==> src/rtl/pipe_stall_ctrl.sv <==
// Pipeline stall/flush controller: hazard stalls, multi-cycle mul/div busy window,
// memory-wait freeze, branch flush, hazard-deadlock detection and stall accounting.
module pipe_stall_ctrl #(
  parameter int unsigned MD_LATENCY = 32,
  parameter int unsigned HAZ_LIMIT  = 8
) (
  input  logic        clk,
  input  logic        reset,
  input  logic        HazardBit,
  input  logic        md_start,
  input  logic        mem_wait,
  input  logic        branch_taken,
  output logic        PCWrite,
  output logic        IF_ID_write,
  output logic        ID_EX_write,
  output logic        EX_MEM_write,
  output logic        ControlMuxBit,
  output logic        IF_ID_flush,
  output logic        ex_bubble,
  output logic        md_done,
  output logic        deadlock,
  output logic [15:0] stall_count
);

  // state   | meaning
  // RUN     | normal issue; hazard stalls and flushes handled per cycle
  // MD_BUSY | mul/div occupying EX, front end frozen until md_cnt expires
  // HALT    | hazard stall ran too long; frozen until reset
  typedef enum logic [1:0] {RUN, MD_BUSY, HALT} state_t;

  localparam logic [5:0] MD_LOAD  = 6'(MD_LATENCY - 1);
  localparam logic [8:0] HAZ_LIM9 = 9'(HAZ_LIMIT);

  state_t      state_q, state_d;
  logic [5:0]  md_cnt_q, md_cnt_d;
  logic [7:0]  haz_cnt_q, haz_cnt_d;
  logic [15:0] stall_count_q, stall_count_d;
  logic        deadlock_q, deadlock_d;
  logic        haz_stall;

  always_comb begin
    PCWrite       = 1'b1;
    IF_ID_write   = 1'b1;
    ID_EX_write   = 1'b1;
    EX_MEM_write  = 1'b1;
    ControlMuxBit = 1'b0;
    IF_ID_flush   = 1'b0;
    ex_bubble     = 1'b0;
    haz_stall     = 1'b0;
    if (reset) begin
      // outputs forced to the run defaults while reset is held
    end else if (state_q == HALT || mem_wait) begin
      PCWrite      = 1'b0;
      IF_ID_write  = 1'b0;
      ID_EX_write  = 1'b0;
      EX_MEM_write = 1'b0;
    end else if (branch_taken) begin
      IF_ID_flush   = 1'b1;
      ControlMuxBit = 1'b1;
    end else if (state_q == MD_BUSY) begin
      PCWrite     = 1'b0;
      IF_ID_write = 1'b0;
      ID_EX_write = 1'b0;
      ex_bubble   = 1'b1;
    end else if (HazardBit) begin
      PCWrite       = 1'b0;
      IF_ID_write   = 1'b0;
      ControlMuxBit = 1'b1;
      haz_stall     = 1'b1;
    end
  end

  assign md_done     = !reset && (state_q == MD_BUSY) && !mem_wait && (md_cnt_q == 6'd0);
  assign deadlock    = deadlock_q;
  assign stall_count = stall_count_q;

  always_comb begin
    state_d       = state_q;
    md_cnt_d      = md_cnt_q;
    deadlock_d    = deadlock_q;
    haz_cnt_d     = haz_stall ? haz_cnt_q + 8'd1 : 8'd0;
    stall_count_d = stall_count_q;
    if (!PCWrite && stall_count_q != 16'hFFFF)
      stall_count_d = stall_count_q + 16'd1;
    case (state_q)
      RUN: begin
        // a deadlock detected in the same cycle as md_start wins
        if (haz_stall && ({1'b0, haz_cnt_q} + 9'd1 == HAZ_LIM9)) begin
          state_d    = HALT;
          deadlock_d = 1'b1;
        end else if (md_start && !mem_wait && !branch_taken) begin
          state_d  = MD_BUSY;
          md_cnt_d = MD_LOAD;
        end
      end
      MD_BUSY: begin
        if (!mem_wait) begin
          if (md_cnt_q == 6'd0) state_d = RUN;
          else                  md_cnt_d = md_cnt_q - 6'd1;
        end
      end
      HALT:    state_d = HALT;
      default: state_d = RUN;
    endcase
  end

  always_ff @(posedge clk or posedge reset) begin
    if (reset) begin
      state_q       <= RUN;
      md_cnt_q      <= 6'd0;
      haz_cnt_q     <= 8'd0;
      stall_count_q <= 16'd0;
      deadlock_q    <= 1'b0;
    end else begin
      state_q       <= state_d;
      md_cnt_q      <= md_cnt_d;
      haz_cnt_q     <= haz_cnt_d;
      stall_count_q <= stall_count_d;
      deadlock_q    <= deadlock_d;
    end
  end

endmodule

==> config.mk <==
export PLATFORM = sky130hd
export DESIGN_NAME = pipe_stall_ctrl
export DESIGN_NICKNAME = d
export VERILOG_FILES = /design/src/rtl/pipe_stall_ctrl.sv
export SDC_FILE = /design/constraint.sdc
export NUM_CORES = 1
export LEC_CHECK = 0
export ABC_AREA = 1
export BUFFER_PORTS_ARGS = -buffer_cell sky130_fd_sc_hd__buf_2
export CAP_MARGIN = 15
export CELL_PAD_IN_SITES_DETAIL_PLACEMENT = 1
export CELL_PAD_IN_SITES_GLOBAL_PLACEMENT = 1
export CORE_ASPECT_RATIO = 0.6
export CORE_MARGIN = 2
export CORE_UTILIZATION = 44
export DETAILED_ROUTE_END_ITERATION = 8
export PLACE_DENSITY_LB_ADDON = 0.1
export SKIP_CTS_REPAIR_TIMING = 1
export SYNTH_ARGS = -nofsm -noshare
export SYNTH_HDL_FRONTEND = slang
export SYNTH_SLANG_ARGS = --single-unit
==> constraint.sdc <==
create_clock -name clk -period 2.6 [get_ports clk]
set_input_delay 0.39 -clock clk [delete_from_list [all_inputs] [get_ports clk]]
set_output_delay 0.39 -clock clk [all_outputs]
set_load 0.1 [all_outputs]
==> reports/summary.txt, run 1 <==
Yosys reg bits - 33
Top Usage Layer GRT - met2
DRT antenna net count - 0
Pleak - 0.001133 uW
CP Depth - 4
Seq/Total Area, Yosys - 0.4089
die width - 91.46 um
actual slew at the worst max-slew pin - 0.6401 ns
latest clock arrival within the worst-skew pair - 0.29 ns
Routed wire per std cell - 13.81 um
Global Route met2 Usage - 0.3603
Crit path max-delay family - compound AO/OA/AOI/OAI gates
number of max-cap violations - 0
Max Freq - 457.1 MHz
global-route wire length before repair - 9.156 mm
fin crit period - 2.188 ns
status - completed
die footprint - 5165 um^2
peak supply drop - 728.5 uV
R2R Path Start - stall_count[0]
drt first-iter violations - 43
Power Dens Cells - 715.4 nW/um^2
crit-path cells - a21oi_1 > o21ai_0 > nand2_1 > buf_2
CTS Buf Count - 5
unrepaired setup endpoints after global routing - false
final design utilization - 0.5160
clk root buf - clkbuf_8
met1 Usage GRT - 0.3145
# DRC - 0
initial antenna violation count - 0
total routed wirelength - 5.039 mm
fraction of layout cells with a size suffix above 1 - 0.2020
slowest stage cell on the critical path - dfrtp_1
I/O Pins - 31
RR Endpoint - stall_count[10]
Commonest cells post-synth - 76 x nand2_1, 33 x dfrtp_1, 31 x inv_1
flop2flop setup slack - 0.53 ns
Starting Density - 0.4495
Slew Limit Fails - 0
clock-pin transition on the worst setup and hold timing paths - 0.07 ns
syn avg cell area - 7.592 um^2
final cycle utilization of the critical path - 0.8415
worst hold path type - in2async
Crit Path Max Fanout - 5
Global Route Usage Sum - 0.2225
grt met3 use - 0.04430
# fillers - 575
hpwl dp - 3.958 mm
relative slew slack - 0.5693
post-synthesis net count - 277
synth warn - 0
Worst Path Buf+Inv - 1
area leader, netlist - dfrtp_1
CTS tree - done
drt pass-1 iters - 4
chip height - 56.48 um
worst clock skew - 0.006824 ns
hold slack - 0.2848 ns
CTS sink cnt - 33
Mapped Cells - 266
post-synthesis compound-gate area fraction - 0.05452
FP Rows - 19
Async SR Flop Fraction - 1.000
critical path arrival - 1.80 ns
Synth Area in Simple Gates - 0.3668
IO buf count - 30
Critical Path End Type - output pin
Longest Clk Path Bufs - 2
core area - 4493 um^2
total number of vias - 1807
Setup Crit Path Kind - reg2out
gr ovfl total - 0
Yosys top cell area share - 0.4089
Final Hold Vio Count - 0
Final nets - 312
top_reg_cell synth - dfrtp_1
number of diodes - 0
area grow syn2layout - 14.81%
htree depth - 2
main combinational cell family by area after synthesis - simple AND/OR/NAND/NOR gates
Vias/cell - 4.951
mux cell area share after synthesis - 0
number of synthesized flops with an enable pin - 0
largest net degree at the start of global routing - 34
top post-synthesis cells by area - dfrtp_1 41%, nand2_1 14%, inv_1 5.8%
Crit path largest cell delay - 0.46 ns
final setup fails - 0
startpoint types - register
setup TNS - 0 ns
Post-Syn Area - 2019 um^2
Register-to-Register Path Depth - 10
Distinct cells, synth - 28
Worst EP required - 2.21 ns
Synth Area in XOR/XNOR - 0.06072
top-count cell post-synth - nand2_1
RePlAce Congestion - 0.8083
vias in the first global route - 1965
Post-Synth Adder-Cell Area - 0.03098
## metrics by stage
stage / worst slack [ns] / std cells / power, uW / cell area (um^2)
final: 0.4122 / 365 / 1659 / 2318
after global placement: 0.7037 / 357 / 1292 / 2236
after global routing: 0.2739 / 365 / 1743 / 2318
after detailed placement: 0.5751 / 357 / 1296 / 2236
after CTS: 0.4233 / 365 / 1677 / 2318
after floorplan: 0.03597 / 266 / 1181 / 2029
## worst max path at each step
stage / endpoint / slack (ns) / from
2_1_floorplan: ControlMuxBit / 0.04 / state_q[0]
3_3_place_gp: ID_EX_write / 0.70 / mem_wait
3_5_place_dp: stall_count[10] / 0.58 / stall_count[0]
4_1_cts: ID_EX_write / 0.42 / state_q[1]
5_1_grt: ID_EX_write / 0.27 / state_q[1]
6_report: ID_EX_write / 0.41 / state_q[1]
## per-layer routing
metal,share of wire,vias up
li1,-,909
met1,0.52,880
met2,0.46,16
met3,0.022,2
met4,0.0032,0
met5,0,-
## placed cells by master (no fill, tap or decap), types with 2 or more instances in the layout
master     n
nor2_4     3
nand4_1    4
nand2_1   76
a21oi_1    7
nor2_2     3
nor4_1     2
inv_2      3
nor3_2     3
clkbuf_8   5
dfrtp_1   33
nand2_2    5
xor2_1     9
nor2_1    29
nor3_1     5
clkinv_2   2
buf_2     30
xnor2_1    5
ha_1       5
o21ai_0    3
o21ai_1    7
inv_1     31
nand3_1   23
## kinds of logic (layout without fill, tap and decap cells)
kind of cell             after synthesis  count (layout)
adder cells (fa/ha/maj)                5               5
buffers and inverters                 37              73
flip-flops                            33              33
AO/OA/AOI/OAI                         19              19
AND/OR/NAND/NOR                      158             158
XOR/XNOR                              14              14
## final cells by class
| cell class | instances | area (um^2) | area share |
|---|---|---|---|
| well taps | 63 | 78.83 | 0.03400 |
| clock buffers | 6 | 72.57 | 0.03130 |
| multi-input cells | 196 | 1046 | 0.4512 |
| repair buffers | 31 | 157.7 | 0.06800 |
| clock inverters | 2 | 10.01 | 0.004317 |
| inverters | 34 | 127.6 | 0.05505 |
| flip-flops and latches | 33 | 825.8 | 0.3562 |
## where the power goes
part	internal, uW	switching [uW]	total [uW]
registers	567	71.0	638
clock network	185	187	373
logic	99.4	549	648
## registers in the layout, summed over array words and instances, names as in the netlist
register     cells
haz_cnt_q        8
deadlock         1
state_q          2
md_cnt_q         6
stall_count     16
## tightest hold or removal path: stages
cell,delay (ns)
buf_2,0.13
inv_1,0.09
buf_4,0.39
Power figures use the tool's default switching activity.
==> run 2, diff against run 1 <==
--- a/config.mk
+++ b/config.mk
@@ -5,14 +5,14 @@
 export SDC_FILE = /design/constraint.sdc
 export NUM_CORES = 1
 export LEC_CHECK = 0
-export ABC_AREA = 1
+export ABC_AREA = 0
 export BUFFER_PORTS_ARGS = -buffer_cell sky130_fd_sc_hd__buf_2
 export CAP_MARGIN = 15
 export CELL_PAD_IN_SITES_DETAIL_PLACEMENT = 1
 export CELL_PAD_IN_SITES_GLOBAL_PLACEMENT = 1
 export CORE_ASPECT_RATIO = 0.6
 export CORE_MARGIN = 2
-export CORE_UTILIZATION = 44
+export CORE_UTILIZATION = 42
 export DETAILED_ROUTE_END_ITERATION = 8
 export PLACE_DENSITY_LB_ADDON = 0.1
 export SKIP_CTS_REPAIR_TIMING = 1
==> constraint.sdc (replaced) <==
create_clock -name clk -period 2.3 [get_ports clk]
set_input_delay 0.345 -clock clk [delete_from_list [all_inputs] [get_ports clk]]
set_output_delay 0.345 -clock clk [all_outputs]
set_load 0.1 [all_outputs]
==> run 2 against run 1 <==
Compared with the run above: the run now ends with setup timing left; clock power grew 53%; final cell count shrank 19%; global-route usage shrank 0.74 points; sequential share of layout area grew 0.050 points; non-clock buffer count grew 4; die area shrank 3.6%; sequential power grew 31%; cell area grew 0.16%; worst setup slack lost 0.44 ns; worst hold slack lost 0.21 ns; power grew 48%; critical path type unchanged.
==> reports/summary.txt, run 2 <==
status - finished, violations left
failing checks - setup timing
setup TNS - -0.02433 ns (-0.02433 ns)
die footprint - 4980 um^2 (-3.6%)
post-route setup slack - -0.02433 ns (-0.4365 ns)
total number of vias - 1669 (-7.6%)
fin cells - 297 (-19%)
# fillers - 486 (-15%)
FP Rows - 18 (-1)
Register-to-Register Path Depth - 5 (-5)
die width - 89.78 um (-1.8%)
Routed wire per std cell - 17.08 um (+24%)
Max Freq - 430.2 MHz
Setup Crit Path Kind - reg2out
top post-synthesis cells by area - dfrtp_1 45%, xnor2_1 7.1%, nor2_1 3.8%
Worst EP required - 1.96 ns (-0.25 ns)
area grow syn2layout - 25.24%
pre-CTS WS - 0.2636 ns (-0.3116 ns)
post-synthesis net count - 213 (-23%)
global-route wire length before repair - 8.542 mm (-6.7%)
RR Endpoint - md_cnt_q[3]
top-count cell post-synth - dfrtp_1
area leader, netlist - dfrtp_1
post-route cell area - 2322 um^2 (+0.16%)
actual slew at the worst max-slew pin - 0.6679 ns (+0.02776 ns)
number of synthesized flops with an enable pin - 0 (unchanged)
relative slew slack - 0.5501 (-0.01928)
hpwl dp - 3.839 mm (-3.0%)
flop2flop setup slack - 0.31 ns (-0.22 ns)
clk root buf - clkbuf_8
drt pass-1 iters - 4 (unchanged)
Starting Density - 0.4450 (-0.004412)
synth warn - 0 (unchanged)
Distinct cells, synth - 42 (+50%)
Critical Path End Type - output pin
Longest Clk Path Bufs - 2 (unchanged)
Seq/Total Area, Yosys - 0.4453 (+0.03642)
Yosys top cell area share - 0.4453 (+0.03642)
number of max-cap violations - 0 (unchanged)
Vias/cell - 5.620 (+14%)
final cycle utilization of the critical path - 1.011
Slew Limit Fails - 0 (unchanged)
final setup fails - 1 (+1)
core area - 4167 um^2 (-7.3%)
Net Sw Power - 1176 uW (+46%)
DRT antenna net count - 0 (unchanged)
Mapped Cells - 202 (-24%)
Final nets - 247 (-21%)
fraction of layout cells with a size suffix above 1 - 0.2447 (+0.04274)
total routed wirelength - 5.073 mm (+0.67%)
power share of the sequential group - 0.339 (-0.046)
unrepaired setup endpoints after global routing - true
chip height - 55.47 um (-1.8%)
Largest register FFs - 16 (unchanged)
Final Hold Vio Count - 0 (unchanged)
worst hold path type - in2async
RePlAce Congestion - 0.8989 (+11%)
worst clock skew - 0.006846 ns (+0.00002243 ns)
largest net degree at the start of global routing - 27 (-21%)
syn avg cell area - 9.180 um^2 (+21%)
gr ovfl total - 0 (unchanged)
startpoint types - register
fin crit period - 2.324 ns
vias in the first global route - 1670 (-15%)
CTS sink cnt - 33 (unchanged)
Pleak - 0.001043 uW (-7.9%)
Power Dens Cells - 1060 nW/um^2 (+48%)
final design utilization - 0.5574 (+0.04134)
CTS Buf Count - 5 (unchanged)
top_reg_cell synth - dfrtp_1
leading cell types in the layout, fill and taps excluded - 31 x dfrtp_1, 24 x buf_2, 19 x nor2_1
Crit Path Max Fanout - 5 (unchanged)
Yosys reg bits - 33 (unchanged)
area of placed instances - 2196 um^2 (-1.8%)
I/O Pins - 31 (unchanged)
initial antenna violation count - 0 (unchanged)
combinational share of power - 0.429 (+0.038)
R2R Path Start - state_q[1]
Commonest cells post-synth - 33 x dfrtp_1, 19 x nor2_1, 15 x xnor2_1
CTS tree - done
# DRC - 0 (unchanged)
IO buf count - 30 (unchanged)
sw frac - 0.4777 (-0.008807)
peak supply drop - 1012 uV (+39%)
htree depth - 2 (unchanged)
Async SR Flop Fraction - 1.000 (unchanged)
latest clock arrival within the worst-skew pair - 0.29 ns (about the same)
critical path arrival - 1.98 ns (+0.18 ns)
clock power share - 0.232 (+0.007)
P_int - 1286 uW (+51%)
commonest non-fill, non-tap cell in the layout - dfrtp_1
Inst Count DP - 289 (-19%)
Global Route Usage Sum - 0.2151 (-0.007431)
clock-pin transition on the worst setup and hold timing paths - 0.07 ns (about the same)
number of diodes - 0 (unchanged)
drt first-iter violations - 79 (+84%)
Post-Syn Area - 1854 um^2 (-8.2%)
run 2: worst max-delay path by stage:
| stage | from | to | depth (start not counted) |
|---|---|---|---|
| 6_report | md_cnt_q[2] | md_done | 4 |
| 2_1_floorplan | md_cnt_q[2] | md_done | 4 |
| 3_3_place_gp | md_cnt_q[2] | md_done | 4 |
| 3_5_place_dp | md_cnt_q[2] | md_done | 4 |
| 4_1_cts | md_cnt_q[2] | md_done | 4 |
| 5_1_grt | md_cnt_q[2] | md_done | 4 |
run 2: per-layer routing:
layer | part of all wire | global-route usage | vias up | wire length, um
met5 | 0 | 0 | - | 0
met4 | 0.0061 | 0.05934 | 0 | 31
met3 | 0.056 | 0.05048 | 4 | 284
met2 | 0.44 | 0.3247 | 45 | 2257
met1 | 0.49 | 0.3111 | 834 | 2500
li1 | - | - | 786 | -
run 2: logic make-up (layout without fill, tap and decap cells):
logic type | count (synthesis) | count (layout) | share of synthesized area
XOR/XNOR | 19 | 19 | 0.08974
flip-flops | 33 | 33 | 0.4453
AND/OR/NAND/NOR | 87 | 87 | 0.2470
adder cells (fa/ha/maj) | 5 | 5 | 0.03374
buffers and inverters | 20 | 55 | 0.05060
multiplexers | 1 | 1 | 0.006072
AO/OA/AOI/OAI | 37 | 37 | 0.1275
run 2: area by class of cell:
type | count | area (um^2) | share of cell area
well taps | 60 | 75.07 | 0.03233
repair buffers | 35 | 265.3 | 0.1142
clock buffers | 7 | 86.33 | 0.03718
clock inverters | 1 | 30.03 | 0.01293
flip-flops and latches | 33 | 828.3 | 0.3567
multi-input cells | 149 | 984.7 | 0.4240
inverters | 12 | 52.55 | 0.02263
run 2: critical path, cell delays in order (launching register included):
cell,delay (ns)
dfrtp_1,0.43
or3_4,0.41
or3b_4,0.43
nor4_4,0.20
buf_12,0.22
run 2: metrics by stage:
step | hold WS (ns) | total power (uW)
floorplan | 0.3055 | 1663
CTS | 0.07041 | 2471
global placement | 0.3772 | 1858
finish | 0.07192 | 2462
detailed placement | 0.3864 | 1886
global route | 0.09187 | 2588
run 2: power groups by stage:
| stage | combinational (uW) | sequential [uW] | clock, uW |
|---|---|---|---|
| floorplan | 441 | 1220 | 0 |
| global placement | 1040 | 823 | 0 |
| detailed placement | 1050 | 837 | 0 |
| CTS | 1060 | 829 | 587 |
| global route | 1110 | 858 | 615 |
| finish | 1060 | 834 | 571 |
==> run 3, diff against run 2 <==
--- a/config.mk
+++ b/config.mk
@@ -8,7 +8,7 @@
 export ABC_AREA = 0
 export BUFFER_PORTS_ARGS = -buffer_cell sky130_fd_sc_hd__buf_2
 export CAP_MARGIN = 15
-export CELL_PAD_IN_SITES_DETAIL_PLACEMENT = 1
+export CELL_PAD_IN_SITES_DETAIL_PLACEMENT = 0
 export CELL_PAD_IN_SITES_GLOBAL_PLACEMENT = 1
 export CORE_ASPECT_RATIO = 0.6
 export CORE_MARGIN = 2
==> run 3 against run 2 <==
Compared with the run above: the flow now finishes without violations; sequential cell count unchanged; sequential power is 1% lower; clock power about the same; critical path depth stayed put; sequential share of layout area is 0.077 points lower; core utilization increased by 0.12 points; worst hold slack improved by 0.011 ns; die area is the same; worst setup slack better by 0.043 ns; first-iteration DRC count rose by 100%; fmax up 1.9%.
==> reports/summary.txt, run 3 (same netlist as run 2, synthesis figures left out) <==
status - completed
clk root buf - clkbuf_8
fin crit period - 2.281 ns (-0.04345 ns)
critical path arrival - 1.94 ns (-0.04 ns)
Power Dens Cells - 1055 nW/um^2 (-0.48%)
actual slew at the worst max-slew pin - 0.6935 ns (+0.02564 ns)
relative slew slack - 0.5328 (-0.01728)
Routed wire per std cell - 15.04 um (-12%)
startpoint types - register
Pleak - 0.001048 uW (+0.45%)
DRT antenna net count - 0 (unchanged)
total routed wirelength - 4.481 mm (-12%)
RePlAce Congestion - 0.8989 (unchanged)
gr ovfl total - 0 (unchanged)
unrepaired setup endpoints after global routing - true
Worst setup startpoint - md_cnt_q[2]
Crit Path Max Fanout - 4 (-1)
Setup Crit Path Kind - reg2out
# DRC - 0 (unchanged)
chip height - 55.47 um (unchanged)
Global Route Usage Sum - 0.1838 (-0.03129)
commonest non-fill, non-tap cell in the layout - dfrtp_1
Starting Density - 0.4450 (unchanged)
Longest Clk Path Bufs - 2 (unchanged)
Register-to-Register Path Depth - 5 (unchanged)
peak supply drop - 989.6 uV (-2.2%)
fraction of layout cells with a size suffix above 1 - 0.2479 (+0.003173)
CTS Buf Count - 5 (unchanged)
final setup fails - 0 (-1)
area grow syn2layout - 25.51%
Worst EP required - 1.96 ns (about the same)
number of max-cap violations - 0 (unchanged)
drt first-iter violations - 159 (+100%)
Slew Limit Fails - 0 (unchanged)
vias in the first global route - 1536 (-8.0%)
crit path capture - md_done
R2R Path Start - state_q[1]
clock-pin transition on the worst setup and hold timing paths - 0.07 ns (about the same)
CTS tree - done
final cycle utilization of the critical path - 0.9917 (-0.01889)
Critical Path End Type - output pin
FP Rows - 18 (unchanged)
total number of vias - 1643 (-1.6%)
final design utilization - 0.5586 (+0.001202)
largest net degree at the start of global routing - 27 (unchanged)
Vias/cell - 5.513 (-1.9%)
Final nets - 248 (+0.40%)
Final Hold Vio Count - 0 (unchanged)
hpwl dp - 3.320 mm (-14%)
worst clock skew - 0.006373 ns (-0.0004728 ns)
I/O Pins - 31 (unchanged)
# fillers - 368 (-24%)
drt pass-1 iters - 4 (unchanged)
CTS sink cnt - 33 (unchanged)
die width - 89.78 um (unchanged)
IO buf count - 30 (unchanged)
RR Endpoint - md_cnt_q[1]
core area - 4167 um^2 (unchanged)
leading cell types in the layout, fill and taps excluded - 31 x dfrtp_1, 25 x buf_2, 19 x nor2_1
global-route wire length before repair - 7.369 mm (-14%)
hold slack - 0.08280 ns (+0.01088 ns)
htree depth - 2 (unchanged)
number of diodes - 0 (unchanged)
die footprint - 4980 um^2 (unchanged)
initial antenna violation count - 0 (unchanged)
latest clock arrival within the worst-skew pair - 0.28 ns (about the same)
flop2flop setup slack - 0.39 ns (+0.08 ns)
Largest register FFs - 16 (unchanged)
Max Freq - 438.4 MHz (+1.9%)
worst hold path type - in2async
Total Power - 2456 uW (-0.27%)
==> run 3: cell count changes in the layout (fill, tap and decap cells not counted) <==
cell / previous run / this run
buf_2: 24 / 25
buf_4: 5 / 6
clkbuf_4: 1 / 0
==> run 3: worst min path at each step <==
stage          startpoint           to  slack, ns
2_1_floorplan       reset     deadlock       0.31
3_3_place_gp        reset  md_cnt_q[5]       0.38
3_5_place_dp        reset  md_cnt_q[5]       0.39
4_1_cts             reset  md_cnt_q[5]       0.08
5_1_grt             reset  md_cnt_q[1]        0.1
6_report            reset  md_cnt_q[1]       0.08
==> run 3: power by group <==
group          internal (uW)  switching [uW]
combinational            254             808
clock                    353             216
sequential               685             140
==> run 3: layout make-up <==
class | count | area, um^2 | area share
inverters | 12 | 52.55 | 0.02258
repair buffers | 36 | 270.3 | 0.1161
flip-flops and latches | 33 | 828.3 | 0.3559
well taps | 60 | 75.07 | 0.03226
clock buffers | 7 | 86.33 | 0.03710
clock inverters | 1 | 30.03 | 0.01290
multi-input cells | 149 | 984.7 | 0.4231
==> run 3: layer usage <==
layer / vias up / share of wire / track usage
li1: 781 / - / -
met1: 781 / 0.51 / 0.2831
met2: 73 / 0.41 / 0.2500
met3: 8 / 0.067 / 0.04502
met4: 0 / 0.012 / 0.05934
met5: - / 0 / 0
==> run 3: through the flow <==
| step | TNS, ns | worst slack (ns) | area (um^2) | instances |
|---|---|---|---|---|
| after CTS | -0.03534 | -0.03534 | 2312 | 297 |
| final | 0 | 0.01912 | 2327 | 298 |
| after floorplan | -0.5898 | -0.3133 | 1919 | 202 |
| after global placement | 0 | 0.3109 | 2196 | 289 |
| after detailed placement | 0 | 0.2847 | 2196 | 289 |
| after global routing | -0.03643 | -0.03643 | 2327 | 298 |
==> run 3: critical path: stages (launching register included) <==
cell and delay, ns:
dfrtp_1 0.41, or3_4 0.41, or3b_4 0.42, nor4_4 0.19, buf_12 0.21
